--- config.mk ---
export PLATFORM = sky130hd
export DESIGN_NAME = entry_exit_detector
export DESIGN_NICKNAME = d
export VERILOG_FILES = /design/src/rtl/entry_exit_detector_pkg.sv /design/src/rtl/entry_exit_detector_sensor_filter.sv /design/src/rtl/entry_exit_detector.sv
export SDC_FILE = /design/constraint.sdc
export NUM_CORES = 1
export LEC_CHECK = 0
export BUFFER_PORTS_ARGS = -buffer_cell sky130_fd_sc_hd__buf_4
export CORE_ASPECT_RATIO = 0.9
export CORE_MARGIN = 1.5
export CORE_UTILIZATION = 53
export DETAILED_ROUTE_END_ITERATION = 10
export GPL_TIMING_DRIVEN = 0
export MAX_ROUTING_LAYER = met4
export PLACE_DENSITY_LB_ADDON = 0.15
export SYNTH_ARGS = -nofsm -noshare
export SYNTH_HDL_FRONTEND = slang
export SYNTH_HIERARCHICAL = 1
export SYNTH_SLANG_ARGS = --single-unit
--- constraint.sdc ---
create_clock -name Clock -period 2.5 [get_ports Clock]
set_input_delay 0.375 -clock Clock [delete_from_list [all_inputs] [get_ports Clock]]
set_output_delay 0.375 -clock Clock [all_outputs]
set_load 0.02 [all_outputs]
--- src/rtl/entry_exit_detector_pkg.sv ---
// Shared definitions for the doorway entry/exit detector.
//   state_t  : FSM state encoding, also driven out on State for the LED/debug path
//   event_t  : the single event decided per cycle, so that at most one pulse
//              output can ever be high
//   *_DEF    : default debounce depth, timeout and timeout-counter width, reused
//              by the integration level
package entry_exit_detector_pkg;

    typedef enum logic [2:0] {
        IDLE = 3'd0,
        EN1  = 3'd1,
        EN2  = 3'd2,
        EN3  = 3'd3,
        EX1  = 3'd4,
        EX2  = 3'd5,
        EX3  = 3'd6,
        WAIT = 3'd7
    } state_t;

    typedef enum logic [2:0] {
        EV_NONE   = 3'd0,
        EV_ENTER  = 3'd1,
        EV_EXIT   = 3'd2,
        EV_REJECT = 3'd3,
        EV_ABORT  = 3'd4
    } event_t;

    localparam int DB_CYCLES_DEF = 4;
    localparam int TIMEOUT_DEF   = 255;
    localparam int TW_DEF        = 8;

    // Partial-crossing states are the only ones subject to the timeout.
    function automatic logic in_crossing(state_t s);
        return (s != IDLE) && (s != WAIT);
    endfunction

endpackage

--- src/rtl/entry_exit_detector_sensor_filter.sv ---
// sensor_filter: two-flop synchroniser followed by a debounce filter.
// The filtered output only takes a new value after the synchronised input has
// differed from it for DB_CYCLES consecutive cycles; any matching cycle restarts
// the count.
//   i_clock : system clock
//   i_clear : asynchronous active-high clear
//   i_raw   : raw sensor input, asynchronous to i_clock
//   o_filt  : debounced, synchronous sensor value
module sensor_filter #(
    parameter int DB_CYCLES = 4
) (
    input  logic i_clock,
    input  logic i_clear,
    input  logic i_raw,
    output logic o_filt
);

    localparam int CW = $clog2(DB_CYCLES + 1);

    logic          r_sync1;
    logic          r_sync2;
    logic          r_filt;
    logic [CW-1:0] r_cnt;

    always_ff @(posedge i_clock or posedge i_clear) begin
        if (i_clear) begin
            r_sync1 <= 1'b0;
            r_sync2 <= 1'b0;
            r_filt  <= 1'b0;
            r_cnt   <= '0;
        end else begin
            r_sync1 <= i_raw;
            r_sync2 <= r_sync1;
            if (r_sync2 == r_filt) begin
                r_cnt <= '0;
            end else if (r_cnt == CW'(DB_CYCLES - 1)) begin
                // this is the DB_CYCLES-th consecutive differing cycle
                r_filt <= r_sync2;
                r_cnt  <= '0;
            end else begin
                r_cnt <= r_cnt + 1'b1;
            end
        end
    end

    assign o_filt = r_filt;

endmodule

--- src/rtl/entry_exit_detector.sv ---
// entry_exit_detector: turns the outer (Sens_Out) and inner (Sens_In) doorway
// beams into clean one-cycle Enter/Exit events for the occupancy counter, gated
// by the counter's Full/Empty status.
//   Clock       : system clock, rising edge
//   Clear       : asynchronous active-high reset
//   Enable      : 1 = detection active, 0 = FSM held in IDLE, no events
//   Sens_Out    : raw outer beam (1 = broken)
//   Sens_In     : raw inner beam (1 = broken)
//   Full/Empty  : counter status; blocks entries / exits respectively
//   Enter_Pulse : completed, accepted entry
//   Exit_Pulse  : completed, accepted exit
//   Reject      : crossing completed while blocked
//   Abort       : illegal sequence or timeout
//   Busy        : State != IDLE
//   State       : current FSM state
//
// state | meaning (pair = filtered {outer, inner})
// IDLE  | doorway clear, pair 00
// EN1   | entry started, outer only (10)
// EN2   | entry, both beams (11)
// EN3   | entry, inner only (01)
// EX1   | exit started, inner only (01)
// EX2   | exit, both beams (11)
// EX3   | exit, outer only (10)
// WAIT  | after abort, hold until doorway clears (00); no timeout
module entry_exit_detector
    import entry_exit_detector_pkg::*;
#(
    parameter int DB_CYCLES = DB_CYCLES_DEF,
    parameter int TIMEOUT   = TIMEOUT_DEF,
    parameter int TW        = TW_DEF
) (
    input  logic       Clock,
    input  logic       Clear,
    input  logic       Enable,
    input  logic       Sens_Out,
    input  logic       Sens_In,
    input  logic       Full,
    input  logic       Empty,
    output logic       Enter_Pulse,
    output logic       Exit_Pulse,
    output logic       Reject,
    output logic       Abort,
    output logic       Busy,
    output logic [2:0] State
);

    logic          w_filt_o;
    logic          w_filt_i;
    logic [1:0]    w_pair;
    state_t        r_state;
    state_t        w_next;
    event_t        w_event;
    logic [TW-1:0] r_tmo;
    logic          r_enter;
    logic          r_exit;
    logic          r_reject;
    logic          r_abort;

    sensor_filter #(.DB_CYCLES(DB_CYCLES)) u_filt_out (
        .i_clock (Clock),
        .i_clear (Clear),
        .i_raw   (Sens_Out),
        .o_filt  (w_filt_o)
    );

    sensor_filter #(.DB_CYCLES(DB_CYCLES)) u_filt_in (
        .i_clock (Clock),
        .i_clear (Clear),
        .i_raw   (Sens_In),
        .o_filt  (w_filt_i)
    );

    assign w_pair = {w_filt_o, w_filt_i};

    always_ff @(posedge Clock or posedge Clear) begin
        if (Clear) begin
            r_state  <= IDLE;
            r_tmo    <= '0;
            r_enter  <= 1'b0;
            r_exit   <= 1'b0;
            r_reject <= 1'b0;
            r_abort  <= 1'b0;
        end else begin
            r_state  <= w_next;
            if ((w_next != r_state) || !in_crossing(r_state)) begin
                r_tmo <= '0;
            end else begin
                r_tmo <= r_tmo + 1'b1;
            end
            r_enter  <= (w_event == EV_ENTER);
            r_exit   <= (w_event == EV_EXIT);
            r_reject <= (w_event == EV_REJECT);
            r_abort  <= (w_event == EV_ABORT);
        end
    end

    always_comb begin
        w_next  = r_state;
        w_event = EV_NONE;
        if (!Enable) begin
            w_next = IDLE;
        end else begin
            unique case (r_state)
                IDLE: case (w_pair)
                    2'b10:   w_next = EN1;
                    2'b01:   w_next = EX1;
                    2'b11:   begin w_next = WAIT; w_event = EV_ABORT; end
                    default: w_next = IDLE;
                endcase
                EN1: case (w_pair)
                    2'b11:   w_next = EN2;
                    2'b00:   w_next = IDLE;
                    2'b01:   w_next = EN3;
                    default: w_next = EN1;
                endcase
                EN2: case (w_pair)
                    2'b01:   w_next = EN3;
                    2'b10:   w_next = EN1;
                    2'b00:   begin w_next = IDLE; w_event = EV_ABORT; end
                    default: w_next = EN2;
                endcase
                EN3: case (w_pair)
                    2'b00:   begin
                        w_next  = IDLE;
                        w_event = Full ? EV_REJECT : EV_ENTER;
                    end
                    2'b11:   w_next = EN2;
                    2'b10:   begin w_next = WAIT; w_event = EV_ABORT; end
                    default: w_next = EN3;
                endcase
                EX1: case (w_pair)
                    2'b11:   w_next = EX2;
                    2'b00:   w_next = IDLE;
                    2'b10:   w_next = EX3;
                    default: w_next = EX1;
                endcase
                EX2: case (w_pair)
                    2'b10:   w_next = EX3;
                    2'b01:   w_next = EX1;
                    2'b00:   begin w_next = IDLE; w_event = EV_ABORT; end
                    default: w_next = EX2;
                endcase
                EX3: case (w_pair)
                    2'b00:   begin
                        w_next  = IDLE;
                        w_event = Empty ? EV_REJECT : EV_EXIT;
                    end
                    2'b11:   w_next = EX2;
                    2'b01:   begin w_next = WAIT; w_event = EV_ABORT; end
                    default: w_next = EX3;
                endcase
                WAIT: begin
                    if (w_pair == 2'b00) w_next = IDLE;
                end
            endcase
            // Timeout only fires when the pair asked to stay; any real
            // transition in the same cycle takes priority.
            if ((w_next == r_state) && in_crossing(r_state) &&
                (r_tmo == TW'(TIMEOUT - 1))) begin
                w_next  = WAIT;
                w_event = EV_ABORT;
            end
        end
    end

    assign Enter_Pulse = r_enter;
    assign Exit_Pulse  = r_exit;
    assign Reject      = r_reject;
    assign Abort       = r_abort;
    assign Busy        = (r_state != IDLE);
    assign State       = r_state;

endmodule

==> results.txt <==
The proportion of register bits with asynchronous set or reset after synthesis came out at 100.0%. Ranked by total cell area, the synthesized netlist is headed by sky130_fd_sc_hd__dfrtp_1, sky130_fd_sc_hd__ha_1, sky130_fd_sc_hd__xnor2_1. Dividing the detail-routed wire length by the instance count gives 15.17 µm. The buffer levels on the longest clock path came out at 2. The critical path capture point type is a flip-flop.

The clock drives 27 sinks. The count of input and output buffers came out at 13. TritonCTS built the clock tree. Summing all placed instances gives a cell area of 1847 µm².

The synthesized design spends more area on one cell type than any other, namely sky130_fd_sc_hd__dfrtp_1. For the finished layout, the period the worst path requires is 2.602 ns. At the pin with the least slew margin, the transition time is 0.5541 ns. The largest fanout on the critical path came out at 8. The checks that failed: setup timing.

The placeable core region came out at 3043 µm². The worst setup path is of the flip-flop to flip-flop kind. The yosys synthesis warning count came out at 6. The final standard cell area without fillers came out at 2056 µm².

STA puts the critical path data required time at 2.70 ns. After synthesis, the mean cell area works out to 9.533 µm². The final core utilization came out at 67.56%. Data on the critical path arrives at its endpoint at 2.80 ns. The total routed wirelength came out at 3716 µm. The total half-perimeter wirelength after legalization and detailed placement came out at 2566 µm. The count of nets after finishing came out at 223. The number of nets in the synthesized netlist came out at 195.

The startpoint type of the worst setup path is a flip-flop. The period utilization is 104.1%. The clock arrives with 0.01026 ns of skew. The die covers 3513 µm². At the later pin of the worst-skew pair, clock insertion delay measures 0.31 ns.

The number of nets still failing antenna checks after routing came out at 0. The final number of hold-violating endpoints came out at 0. The horizontal extent of the die came out at 62.31 µm. The number of antenna diodes in the final layout is 0. The maximum clock frequency is 384.4 MHz. The setup slack after placement is -0.3861 ns. In the final timing run, aggregate negative setup slack is -0.7128 ns. In the layout the commonest cells are sky130_fd_sc_hd__buf_4, sky130_fd_sc_hd__dfrtp_1, sky130_fd_sc_hd__nor2_1. Entering global routing, the biggest net connects 16 pins. For this run, the detailed router's first-pass iteration total came to 4. The tightest min-delay check is of the primary input to flip-flop type. The count of final setup violators is 8. Dividing total power by cell area gives a power density of 1032 nW/µm².

The floorplan has 19 rows. The number of pins exceeding their max-slew limit in the final report is 0. Compared with the post-synthesis result, the final layout area differs by 22.52%. The initial utilization of the core area, before any placement, comes to 55.14%. After the first detailed-routing iteration, the DRC count stood at 94. The total overflow reported by the global router is 0. The die is 56.38 µm tall. The layout filler cell count came out at 264.

The detailed-route via count is 1406. Synthesis produced a netlist whose cell count is 176. The via count of the first global-routing pass is 1383. The distinct cell type count of the synthesized netlist is 46. Setup repair after global routing could not meet its margin everywhere. In this run the tightest slew margin relative to its limit is 63.02%. The number of flops mapped to enable cells by yosys is 0. The post-detailed-route DRC marker count is 0. Of the cells placed in the final design, the portion with a size suffix greater than 1 is 30.05%. The number of antenna violations at the first check in global routing is 0.

The number of vias per cell after detailed routing is 5.739. The worst vdd rail ir drop came out at 0.4614 mV. The netlist area before placement is 1678 µm². The area share of the largest cell type after synthesis is 40.27%. The global routing usage summed across all routing layers is 22.61%.

In this run the number of H-tree levels came out at 1. The run finished, with violations left. The clock transition time at the flip-flop clock pins of the worst setup and hold paths came out at 0.13 ns. The top-level port count is 15. The total clock buffers created by CTS is 3. The first-pass GRT wire length came out at 6230 µm. The most common flop cell mapped by yosys is sky130_fd_sc_hd__dfrtp_1. The number of max-cap violations came out at 0. In this run the clock root is driven by a sky130_fd_sc_hd__clkbuf_4. The most common cell after layout, fill and taps aside is sky130_fd_sc_hd__buf_4. The static power due to leakage is 0.0008984 µW. The flip-flop and latch count after synthesis came out at 27. The fraction of the yosys area taken by sequential cells is 40.27%. The worst setup slack after layout came out at -0.1016 ns. The final weighted congestion in routability-driven placement is 0.9241. Overall power consumption after layout is estimated at 2121 µW.
-- where the power goes --
group	internal, µW	switching [µW]
sequential	516	83.5
clock	59.7	118
combinational	610	734
total	1190	935
-- routing by layer --
metal	up-vias	wire length [µm]	share of wire (%)	global-route usage, %
met5	-	0	0	-
met4	0	93	2.5	7.302
met3	10	178	4.8	2.605
met2	46	1895	51	40.06
met1	671	1549	42	27.25
li1	679	-	-	-
-- sequential cells by signal (all words and copies together) (netlist names), 3 cells and up --
| register | flops |
|---|---|
| r_tmo | 8 |
| State | 3 |
| u_filt_in/r_cnt | 3 |
| u_filt_out/r_cnt | 3 |
-- cells in the mapped netlist, types with 2 or more instances --
library cell and number:
sky130_fd_sc_hd__dfrtp_1 27, sky130_fd_sc_hd__nor2_1 14, sky130_fd_sc_hd__nand2_1 13, sky130_fd_sc_hd__ha_1 12, sky130_fd_sc_hd__inv_1 9, sky130_fd_sc_hd__nor3b_1 7
sky130_fd_sc_hd__xnor2_1 7, sky130_fd_sc_hd__a21oi_1 6, sky130_fd_sc_hd__clkbuf_1 6, sky130_fd_sc_hd__nand3_1 6, sky130_fd_sc_hd__o21ai_0 6, sky130_fd_sc_hd__nand4_1 4
sky130_fd_sc_hd__nor2b_1 4, sky130_fd_sc_hd__nor3_1 4, sky130_fd_sc_hd__a31oi_1 3, sky130_fd_sc_hd__buf_2 3, sky130_fd_sc_hd__mux2_2 3, sky130_fd_sc_hd__nand3b_1 3
sky130_fd_sc_hd__o211ai_1 3, sky130_fd_sc_hd__a211o_1 2, sky130_fd_sc_hd__a32oi_1 2, sky130_fd_sc_hd__and2_1 2, sky130_fd_sc_hd__and3_1 2, sky130_fd_sc_hd__nor2b_4 2
sky130_fd_sc_hd__nor3b_2 2, sky130_fd_sc_hd__o31ai_1 2, sky130_fd_sc_hd__or2_1 2, sky130_fd_sc_hd__or3_1 2
-- repair_timing --
action / 4_1_cts / 5_1_grt
buffers inserted: 9 / 2
endpoints found under the setup margin: 8 / 10
hold endpoints to repair: 12 / 0
pin swaps: 10 / 12
hold buffers: 1 / 0
gates resized for setup: 11 / 20
-- kinds of logic (layout without fill, tap and decap cells) --
family / Yosys count / count (layout) / synth area share [%]
and+or+nand+nor: 71 / 71 / 24.38
adders and majority gates: 12 / 12 / 8.948
DFF: 27 / 27 / 40.27
muxes: 5 / 5 / 3.430
xor gates and xnor gates: 8 / 8 / 4.176
buffers and inverters: 19 / 46 / 4.474
AOI/OAI and AO/OA: 34 / 34 / 14.32
-- per-stage QoR --
step	hold slack, ns	instances
after floorplan	0.1659	176
after global placement	0.3116	231
after detailed placement	0.3276	231
after CTS	0.1515	244
after global routing	0.1454	245
final	0.1625	245
-- final timing paths --
check                      cells past startpoint                  to  slack, ns               from
max                                            9            r_tmo[1]      -0.10   u_filt_in/o_filt
min                                            1  u_filt_out/r_sync1       0.16           Sens_Out
max reg2reg                                    9            r_tmo[1]      -0.10   u_filt_in/o_filt
min reg2reg                                    0   u_filt_in/r_sync2       0.36  u_filt_in/r_sync1
max in group asynchronous                      3            State[0]       1.45              Clear
min in group asynchronous                      3  u_filt_in/r_cnt[1]       0.52              Clear
-- area by class of cell --
class / instances / area [µm²] / share of cell area [%]
Inverter: 9 / 36.28 / 1.765
Tap cell: 42 / 52.55 / 2.556
Buffer: 8 / 41.29 / 2.009
Clock inverter: 1 / 5.005 / 0.2435
Multi-Input combinational cell: 130 / 1027 / 49.97
Clock buffer: 3 / 22.52 / 1.096
Sequential cell: 27 / 680.7 / 33.11
Timing Repair Buffer: 25 / 190.2 / 9.251
-- worst max-delay path, stage by stage, from the launching register on --
cell	delay [ns]
sky130_fd_sc_hd__dfrtp_2	0.47
sky130_fd_sc_hd__ha_4	0.16
sky130_fd_sc_hd__buf_4	0.15
sky130_fd_sc_hd__nor2_1	0.08
sky130_fd_sc_hd__nor4_4	0.36
sky130_fd_sc_hd__o21ai_1	0.22
sky130_fd_sc_hd__a211o_4	0.40
sky130_fd_sc_hd__a21boi_4	0.18
sky130_fd_sc_hd__mux2i_4	0.40
sky130_fd_sc_hd__nor3b_2	0.08
No activity file was read; power rests on OpenSTA's default activity.
